<file path="config.mk">
export PLATFORM = sky130hd
export DESIGN_NAME = width_downsizer
export DESIGN_NICKNAME = d
export VERILOG_FILES = /design/src/rtl/width_downsizer_pkg.sv /design/src/rtl/width_downsizer.sv
export SDC_FILE = /design/constraint.sdc
export NUM_CORES = 1
export LEC_CHECK = 0
export ABC_AREA = 1
export CAP_MARGIN = 10
export CORE_MARGIN = 3
export CORE_UTILIZATION = 52
export DETAILED_ROUTE_END_ITERATION = 12
export GPL_ROUTABILITY_DRIVEN = 0
export PLACE_DENSITY = 0.84
export SYNTH_ARGS = -nofsm -noshare
export SYNTH_HDL_FRONTEND = slang
export SYNTH_SLANG_ARGS = --single-unit
</file>
<file path="constraint.sdc">
create_clock -name i_clk -period 3 [get_ports i_clk]
set_input_delay 0.9 -clock i_clk [delete_from_list [all_inputs] [get_ports i_clk]]
set_output_delay 0.9 -clock i_clk [all_outputs]
set_load 0.01 [all_outputs]
</file>
<file path="src/rtl/width_downsizer_pkg.sv">
// Shared types and default geometry for the width downsizer.
package width_downsizer_pkg;

  typedef enum logic {
    IDLE = 1'b0,
    SEND = 1'b1
  } state_e;

  localparam int DEFAULT_WIDTH = 8;
  localparam int DEFAULT_RATIO = 4;

endpackage

</file>
<file path="src/rtl/width_downsizer.sv">
// Splits one wide upstream word into RATIO narrow beats, LSB slice first,
// accepting the next word in the same cycle as the last beat so streams stay gapless.
module width_downsizer
  import width_downsizer_pkg::*;
#(
  parameter int WIDTH = DEFAULT_WIDTH,
  parameter int RATIO = DEFAULT_RATIO
) (
  input  logic                   i_clk,
  input  logic                   i_rst_n,
  input  logic                   i_valid,
  output logic                   o_ready,
  input  logic [WIDTH*RATIO-1:0] i_data,
  output logic                   o_valid,
  input  logic                   i_ready,
  output logic [WIDTH-1:0]       o_data,
  output logic                   o_last
);

  localparam int IDX_W = $clog2(RATIO);
  localparam logic [IDX_W-1:0] LAST_IDX = IDX_W'(RATIO - 1);

  state_e                      state_q, state_d;
  logic [RATIO-1:0][WIDTH-1:0] word_q, word_d;
  logic [IDX_W-1:0]            idx_q, idx_d;
  logic                        isLast, upXfer, downXfer, sending;

  assign sending  = (state_q == SEND);
  assign isLast   = (idx_q == LAST_IDX);
  // o_ready is forced low while reset is held, even though the state is already IDLE.
  assign o_ready  = i_rst_n && (!sending || (isLast && i_ready));
  assign o_valid  = sending;
  assign o_last   = sending && isLast;
  assign o_data   = word_q[idx_q];
  assign upXfer   = i_valid && o_ready;
  assign downXfer = o_valid && i_ready;

  always_comb begin
    state_d = state_q;
    word_d  = word_q;
    idx_d   = idx_q;
    case (state_q)
      IDLE: begin
        if (upXfer) begin
          word_d  = i_data;
          idx_d   = '0;
          state_d = SEND;
        end
      end
      SEND: begin
        if (downXfer) begin
          if (!isLast) begin
            idx_d = idx_q + IDX_W'(1);
          end else if (upXfer) begin
            // Last beat leaves while the next word arrives: reload without a bubble.
            word_d = i_data;
            idx_d  = '0;
          end else begin
            idx_d   = '0;
            state_d = IDLE;
          end
        end
      end
      default: begin
        state_d = IDLE;
        idx_d   = '0;
      end
    endcase
  end

  always_ff @(posedge i_clk or negedge i_rst_n) begin
    if (!i_rst_n) begin
      state_q <= IDLE;
      word_q  <= '0;
      idx_q   <= '0;
    end else begin
      state_q <= state_d;
      word_q  <= word_d;
      idx_q   <= idx_d;
    end
  end

endmodule
</file>
==> load_flow_metrics.sql, run 1 <==
INSERT INTO impl_metrics (metric_group, metric, value, unit) VALUES
('sta', 'worst-slew-pin-transition', '761', 'ps'),
('route', 'remaining_drc_errors', '0', ''),
('power', 'report.power.total', '2.11', 'mW'),
('yosys', 'synthDominantCellAreaShare', '48.4', '%'),
('layout', 'seq_area', '876', 'um2'),
('layout', 'final_area', '2310', 'um2'),
('yosys', 'seq_area_frac_synth', '48.4', '%'),
('layout', 'flow.area_growth_from_synthesis', '27.8', '%'),
('floorplan', 'fp.coreArea', '3180', 'um2'),
('global_routing', 'global_route_wire_length_before_repair', '7.24', 'mm'),
('flow_run', 'number_of_violations_of_the_max_capacitance_limit', '0', ''),
('clock_network', 'count_of_hold_buffers_inserted_by_post_cts_repair', '0', ''),
('outcome', 'run_status', 'completed', ''),
('sta', 'timing.setup.tns', '0', 'ps'),
('power', 'switching_share', '40.7', '%'),
('layout', 'final_layout_size_suffix_gt1_share', '5.95', '%'),
('critical_path', 'timing.critical_path.required', '2100', 'ps'),
('layout', 'filler_cell_count', '276', ''),
('yosys', 'syn_inst', '226', ''),
('placement', 'placed_cells', '305', ''),
('global_routing', 'grt_max_degree', '70', ''),
('floorplan', 'fp.dieW', '65.0', 'um'),
('layout', 'fin_cells', '313', ''),
('placement', 'placement.io_buffers', '46', ''),
('yosys', 'synth.cell_area', '1810', 'um2'),
('clock_network', 'cts_inserted_buffers', '5', ''),
('layout', 'layout.nets', '305', ''),
('global_routing', 'grt_pass1_vias', '1572', ''),
('yosys', 'syn_area_per_cell', '8.01', 'um2'),
('layout', 'area_occupied_by_multi_input_gates', '747', 'um2'),
('global_routing', 'grt_use_total', '22.0', '%'),
('yosys', 'synth_cell_types', '14', ''),
('critical_path', 'cp-start-kind', 'input port', ''),
('clock_network', 'cts_setup_buffers', '0', ''),
('sta', 'final-hold-violation-count', '0', ''),
('power', 'power.static_leakage', '1.19', 'nW'),
('floorplan', 'initial_core_util', '57.0', '%'),
('route', 'avgRoutedWirePerCell', '13.6', 'um'),
('power', 'internal_power', '1.25', 'mW'),
('yosys', 'mappedNetlistNets', '263', ''),
('critical_path', 'crit_type', 'in -> out', ''),
('critical_path', 'setup.worst_path.end_class', 'output port', ''),
('route', 'top_layer', 'met4', ''),
('route', 'met3_length', '226', 'um'),
('sta', 'fin_crit_sh', '94.0', '%'),
('route', 'post_drt_via_cell_ratio', '5.29', ''),
('clock_network', 'cts.root.buffer_cell', 'sky130_fd_sc_hd__clkbuf_4', ''),
('power', 'clock_power_share', '11.2', '%'),
('clock_network', 'insertion_delay_to_the_later_sink_of_the_worst_skew_pair', '330', 'ps'),
('clock_network', 'cts_tree', 'yes', ''),
('sta', 'setup_viol_count_final', '0', ''),
('yosys', 'flip_flop_and_latch_count_after_synthesis', '35', ''),
('route', 'drtAntennaViolNets', '0', ''),
('yosys', 'synthDominantAreaCellType', 'sky130_fd_sc_hd__dfrtp_1', ''),
('clock_network', 'clk_path_buf_depth', '2', ''),
('placement', 'post-dp-hpwl', '2.89', 'mm'),
('clock_network', 'cts.clk_slew.worst_paths', '90', 'ps'),
('yosys', 'synth.top_cells.by_area', 'sky130_fd_sc_hd__dfrtp_1, sky130_fd_sc_hd__nand2_1, sky130_fd_sc_hd__nand4_1', ''),
('global_routing', 'gr-total-overflow', '0', ''),
('sta', 'max_slew_margin', '49.3', '%'),
('sta', 'rsz0062_at_grt', 'no', ''),
('route', 'detailedRoute.firstPassIterationCount', '4', ''),
('global_routing', 'number_of_antenna_violations_at_the_first_check_in_global_routing', '0', ''),
('route', 'drt_iter0_markers', '95', ''),
('placement', 'placed_area', '2260', 'um2'),
('critical_path', 'critPathMaxFanout', '2', ''),
('sta', 'setup_slack', '179', 'ps'),
('route', 'routedLengthMet1', '1.94', 'mm'),
('floorplan', 'die_area', '4230', 'um2'),
('floorplan', 'chipHeight', '65.0', 'um'),
('clock_network', 'cts.sinks', '35', '');
==> path summary, 6_finish.rpt <==
check | slack, ps | from | cells after the start | to
worst max register to register | 1110 | idx_q[0] | 7 | word_q[12]
max in group asynchronous | 1760 | i_rst_n | 2 | word_q[24]
worst max-delay path | 180 | i_ready | 6 | o_ready
min in group asynchronous | 730 | i_rst_n | 2 | o_valid
worst min register to register | 480 | word_q[15] | 2 | word_q[15]
worst min-delay path | 480 | word_q[15] | 2 | word_q[15]
==> cells in the final DEF (no fill, tap or decap), drive strengths merged, types with 2 or more instances in the layout <==
master	instances
nand3	4
inv	20
clkbuf	7
buf	8
clkinv	2
dfrtp	35
nand2	97
clkdlybuf4s50	44
o211ai	16
nand4	32
==> sequential cells by signal, indices dropped and copies added (netlist names) <==
signal / flops
word_q: 32
idx_q: 2
o_valid: 1
==> power groups by stage <==
| stage | clock [mW] | sequential [mW] | combinational, mW |
|---|---|---|---|
| after floorplan | 0 | 0.797 | 0.656 |
| after global placement | 0 | 0.816 | 1.02 |
| after detailed placement | 0 | 0.829 | 1.05 |
| after CTS | 0.243 | 0.819 | 1.06 |
| after global routing | 0.259 | 0.848 | 1.19 |
| final | 0.237 | 0.823 | 1.05 |
==> synthesized netlist by cell type (all sizes together) <==
master / number
nand2: 97
dfrtp: 35
nand4: 32
inv: 20
buf: 18
o211ai: 16
nand3: 4
clkinv: 1
ha: 1
nor3: 1
o21ai: 1
==> logic make-up (layout without fill, tap and decap cells) <==
kind of cell | Yosys count | after routing | share of synthesized area (%)
simple gates | 134 | 134 | 33.7
fa+ha+maj | 1 | 1 | 0.691
compound gates | 17 | 17 | 6.91
buf+inv | 39 | 82 | 10.4
flops | 35 | 35 | 48.4
==> area by class of cell <==
type                       count  area share [%]
clock buffer                   7            1.95
clock inverter                 1           0.216
inverter                      21            3.41
multi-input combinational    152            32.3
sequential                    35            37.9
tap                           44            2.38
timing repair buffer          53            21.9
==> worst max-delay path: stages <==
cell	delay (ps)
sky130_fd_sc_hd__clkdlybuf4s50_1	490
sky130_fd_sc_hd__nand2_1	90
sky130_fd_sc_hd__nand2_4	60
sky130_fd_sc_hd__nand2_1	50
sky130_fd_sc_hd__inv_1	70
sky130_fd_sc_hd__dlygate4sd2_1	270
==> routing by layer <==
metal  track usage, %  vias up
li1                 -      833
met1             29.8      771
met2             36.1       47
met3             4.85        5
met4             4.75        0
met5                0        -
==> stage by stage <==
step | hold slack [ps] | util (%)
2_1_floorplan | 442 | -
3_3_place_gp | 455 | 71.3
3_5_place_dp | 460 | 71.3
4_1_cts | 483 | 72.8
5_1_grt | 510 | 72.8
6_report | 478 | 72.8
Note: power is estimated with default switching activity, not from simulation.
==> run 2, diff against run 1 <==
--- a/config.mk
+++ b/config.mk
@@ -7,6 +7,7 @@
 export LEC_CHECK = 0
 export ABC_AREA = 1
 export CAP_MARGIN = 10
+export CORE_ASPECT_RATIO = 1.75
 export CORE_MARGIN = 3
 export CORE_UTILIZATION = 52
 export DETAILED_ROUTE_END_ITERATION = 12
==> run 2 against run 1 <==
  * Total power is 4.6% higher
  * Clock power is 48% higher
  * Non-clock buffer count unchanged
  * Count of clock-buffer cells in the layout shrank 2
  * Critical path type unchanged
  * Critical endpoint unchanged
==> load_flow_metrics.sql, run 2 (same netlist as run 1, synthesis figures left out) <==
INSERT INTO impl_metrics (metric_group, metric, value, unit) VALUES
('route', 'remaining_drc_errors', '0', ''),
('critical_path', 'worstReg2RegStart', 'idx_q[0]', ''),
('layout', 'insertedDiodeCount', '0', ''),
('critical_path', 'critPathArrivalTime', '1880', 'ps'),
('power', 'power.combinational.fraction', '46.5', '%'),
('clock_network', 'cts_tree', 'yes', ''),
('flow_run', 'number_of_violations_of_the_max_capacitance_limit', '0', ''),
('global_routing', 'grt_max_degree', '70', ''),
('route', 'avgRoutedWirePerCell', '12.7', 'um'),
('floorplan', 'fp.dieW', '50.6', 'um'),
('clock_network', 'htree_num_levels', '2', ''),
('floorplan', 'num_rows', '27', ''),
('critical_path', 'setup.worst_path.end_class', 'output port', ''),
('sta', 'fin_crit_sh', '92.7', '%'),
('sta', 'setup_viol_count_final', '0', ''),
('sta', 'finalCriticalPeriod', '2780', 'ps'),
('critical_path', 'critPathMaxFanout', '2', ''),
('clock_network', 'cts_inserted_buffers', '5', ''),
('sta', 'worst-slew-pin-transition', '721', 'ps'),
('sta', 'maxSlewViolCount', '0', ''),
('layout', 'flow.area_growth_from_synthesis', '30.1', '%'),
('critical_path', 'endpoint_of_the_most_critical_register_to_register_path', 'word_q[3]', ''),
('power', 'irDropWorstVdd', '506', 'uV'),
('clock_network', 'cts.root.buffer_cell', 'sky130_fd_sc_hd__clkbuf_8', ''),
('sta', 'fin_worst_skew', '6.60', 'ps'),
('route', 'drt_iter0_markers', '57', ''),
('clock_network', 'clk_path_buf_depth', '2', ''),
('critical_path', 'crit_type', 'in -> out', ''),
('outcome', 'run_status', 'completed', ''),
('clock_network', 'cts.sinks', '35', ''),
('power', 'seq_power_share', '37.6', '%'),
('critical_path', 'cp-start-kind', 'input port', ''),
('global_routing', 'gr-total-overflow', '0', ''),
('power', 'report.power.total', '2.20', 'mW'),
('clock_network', 'insertion_delay_to_the_later_sink_of_the_worst_skew_pair', '290', 'ps'),
('sta', 'timing.fmax', '0.360', 'GHz'),
('route', 'total_number_of_vias', '1648', ''),
('worst_hold_path', 'hold-path-cell-count', '2', ''),
('sta', 'final.hold.worst_slack', '473', 'ps'),
('route', 'drtAntennaViolNets', '0', ''),
('floorplan', 'die_area', '4250', 'um2'),
('worst_hold_path', 'min_from', 'word_q[1]', ''),
('power', 'power.density_cell_area', '935', 'nW/um2'),
('worst_hold_path', 'hold-path-endpoint', 'word_q[1]', ''),
('floorplan', 'fp.coreArea', '3240', 'um2'),
('critical_path', 'timing.critical_path.required', '2100', 'ps'),
('critical_path', 'timing.reg2reg.setup_slack', '1160', 'ps'),
('floorplan', 'ioPinCount', '47', ''),
('sta', 'final-hold-violation-count', '0', ''),
('route', 'detailedRoute.firstPassIterationCount', '4', ''),
('placement', 'post-dp-hpwl', '2.69', 'mm'),
('global_routing', 'number_of_antenna_violations_at_the_first_check_in_global_routing', '0', ''),
('placement', 'placement.io_buffers', '46', ''),
('layout', 'largest-register', 'word_q', ''),
('route', 'finalWirelength', '3.97', 'mm'),
('layout', 'most_common_library_cell_in_the_layout_ignoring_fill_and_taps', 'sky130_fd_sc_hd__nand2_1', ''),
('floorplan', 'chipHeight', '84.1', 'um'),
('layout', 'layout.nets', '305', ''),
('route', 'post_drt_via_cell_ratio', '5.28', ''),
('sta', 'rsz0062_at_grt', 'no', ''),
('power', 'switching_share', '39.9', '%'),
('power', 'power.static_leakage', '1.20', 'nW'),
('layout', 'final_area', '2350', 'um2'),
('sta', 'timing.setup.tns', '0', 'ps'),
('power', 'p_sw', '878', 'uW'),
('clock_network', 'cts.clk_slew.worst_paths', '80', 'ps'),
('sta', 'max_slew_margin', '51.9', '%'),
('global_routing', 'grt_pass1_vias', '1535', ''),
('critical_path', 'reg2regPathDepth', '7', ''),
('floorplan', 'initial_core_util', '55.8', '%'),
('power', 'clock_power_share', '15.9', '%'),
('worst_hold_path', 'holdCritPathClass', 'reg -> reg', ''),
('layout', 'layout.cells.most_common_list', 'sky130_fd_sc_hd__nand2_1, sky130_fd_sc_hd__clkdlybuf4s50_1, sky130_fd_sc_hd__dfrtp_1', ''),
('layout', 'post-route-util', '72.6', '%'),
('placement', 'placed_area', '2260', 'um2'),
('global_routing', 'global_route_wire_length_before_repair', '6.87', 'mm'),
('layout', 'final_layout_size_suffix_gt1_share', '6.69', '%'),
('global_routing', 'grt_use_total', '21.0', '%'),
('layout', 'largest_reg_flops', '32', ''),
('power', 'internal_power', '1.32', 'mW');
run 2: what timing repair did:
item,4_1_cts,5_1_grt
gates resized for setup,1,0
hold buffers,0,0
setup endpoints to repair,1,0
setup buffers,0,0
run 2: metal layers:
metal | vias to the layer above | GRT usage, % | routed length, um
met5 | - | 0 | 0
met4 | 0 | 8.09 | 87
met3 | 11 | 4.65 | 174
met2 | 45 | 34.9 | 2110
met1 | 762 | 25.8 | 1600
li1 | 830 | - | -
run 2: worst max path at each step:
stage | from | end | slack, ps
floorplan | i_rst_n | o_ready | 700
global placement | i_ready | o_ready | -50
detailed placement | i_ready | o_ready | -60
CTS | i_ready | o_ready | 210
global route | idx_q[0] | o_data[3] | 80
finish | i_ready | o_ready | 220
run 2: final cells by class:
class                   count  area (um2)
repair buffers             53         507
fillers                   251         888
clock inverters             3        23.8
multi-input cells         152         747
inverters                  21        78.8
flip-flops and latches     35         876
clock buffers               5        68.8
well taps                  43        53.8
run 2: critical path, stage by stage:
cell	delay, ps
sky130_fd_sc_hd__clkdlybuf4s50_1	480
sky130_fd_sc_hd__nand2_1	90
sky130_fd_sc_hd__nand2_4	60
sky130_fd_sc_hd__nand2_1	60
sky130_fd_sc_hd__inv_1	40
sky130_fd_sc_hd__dlygate4sd2_1	250
run 2: metrics by stage:
step,worst slack [ps],instances
2_1_floorplan,704,226
3_3_place_gp,-48.1,304
3_5_place_dp,-59.5,304
4_1_cts,209,312
5_1_grt,79.8,312
6_report,218,312
run 2: power by group through the flow:
stage / Combinational, mW / Clock (mW) / Sequential [mW]
after global routing: 1.17 / 0.379 / 0.852
final: 1.02 / 0.351 / 0.828
after floorplan: 0.656 / 0 / 0.797
after CTS: 1.04 / 0.359 / 0.825
after global placement: 1.00 / 0 / 0.825
after detailed placement: 1.04 / 0 / 0.825
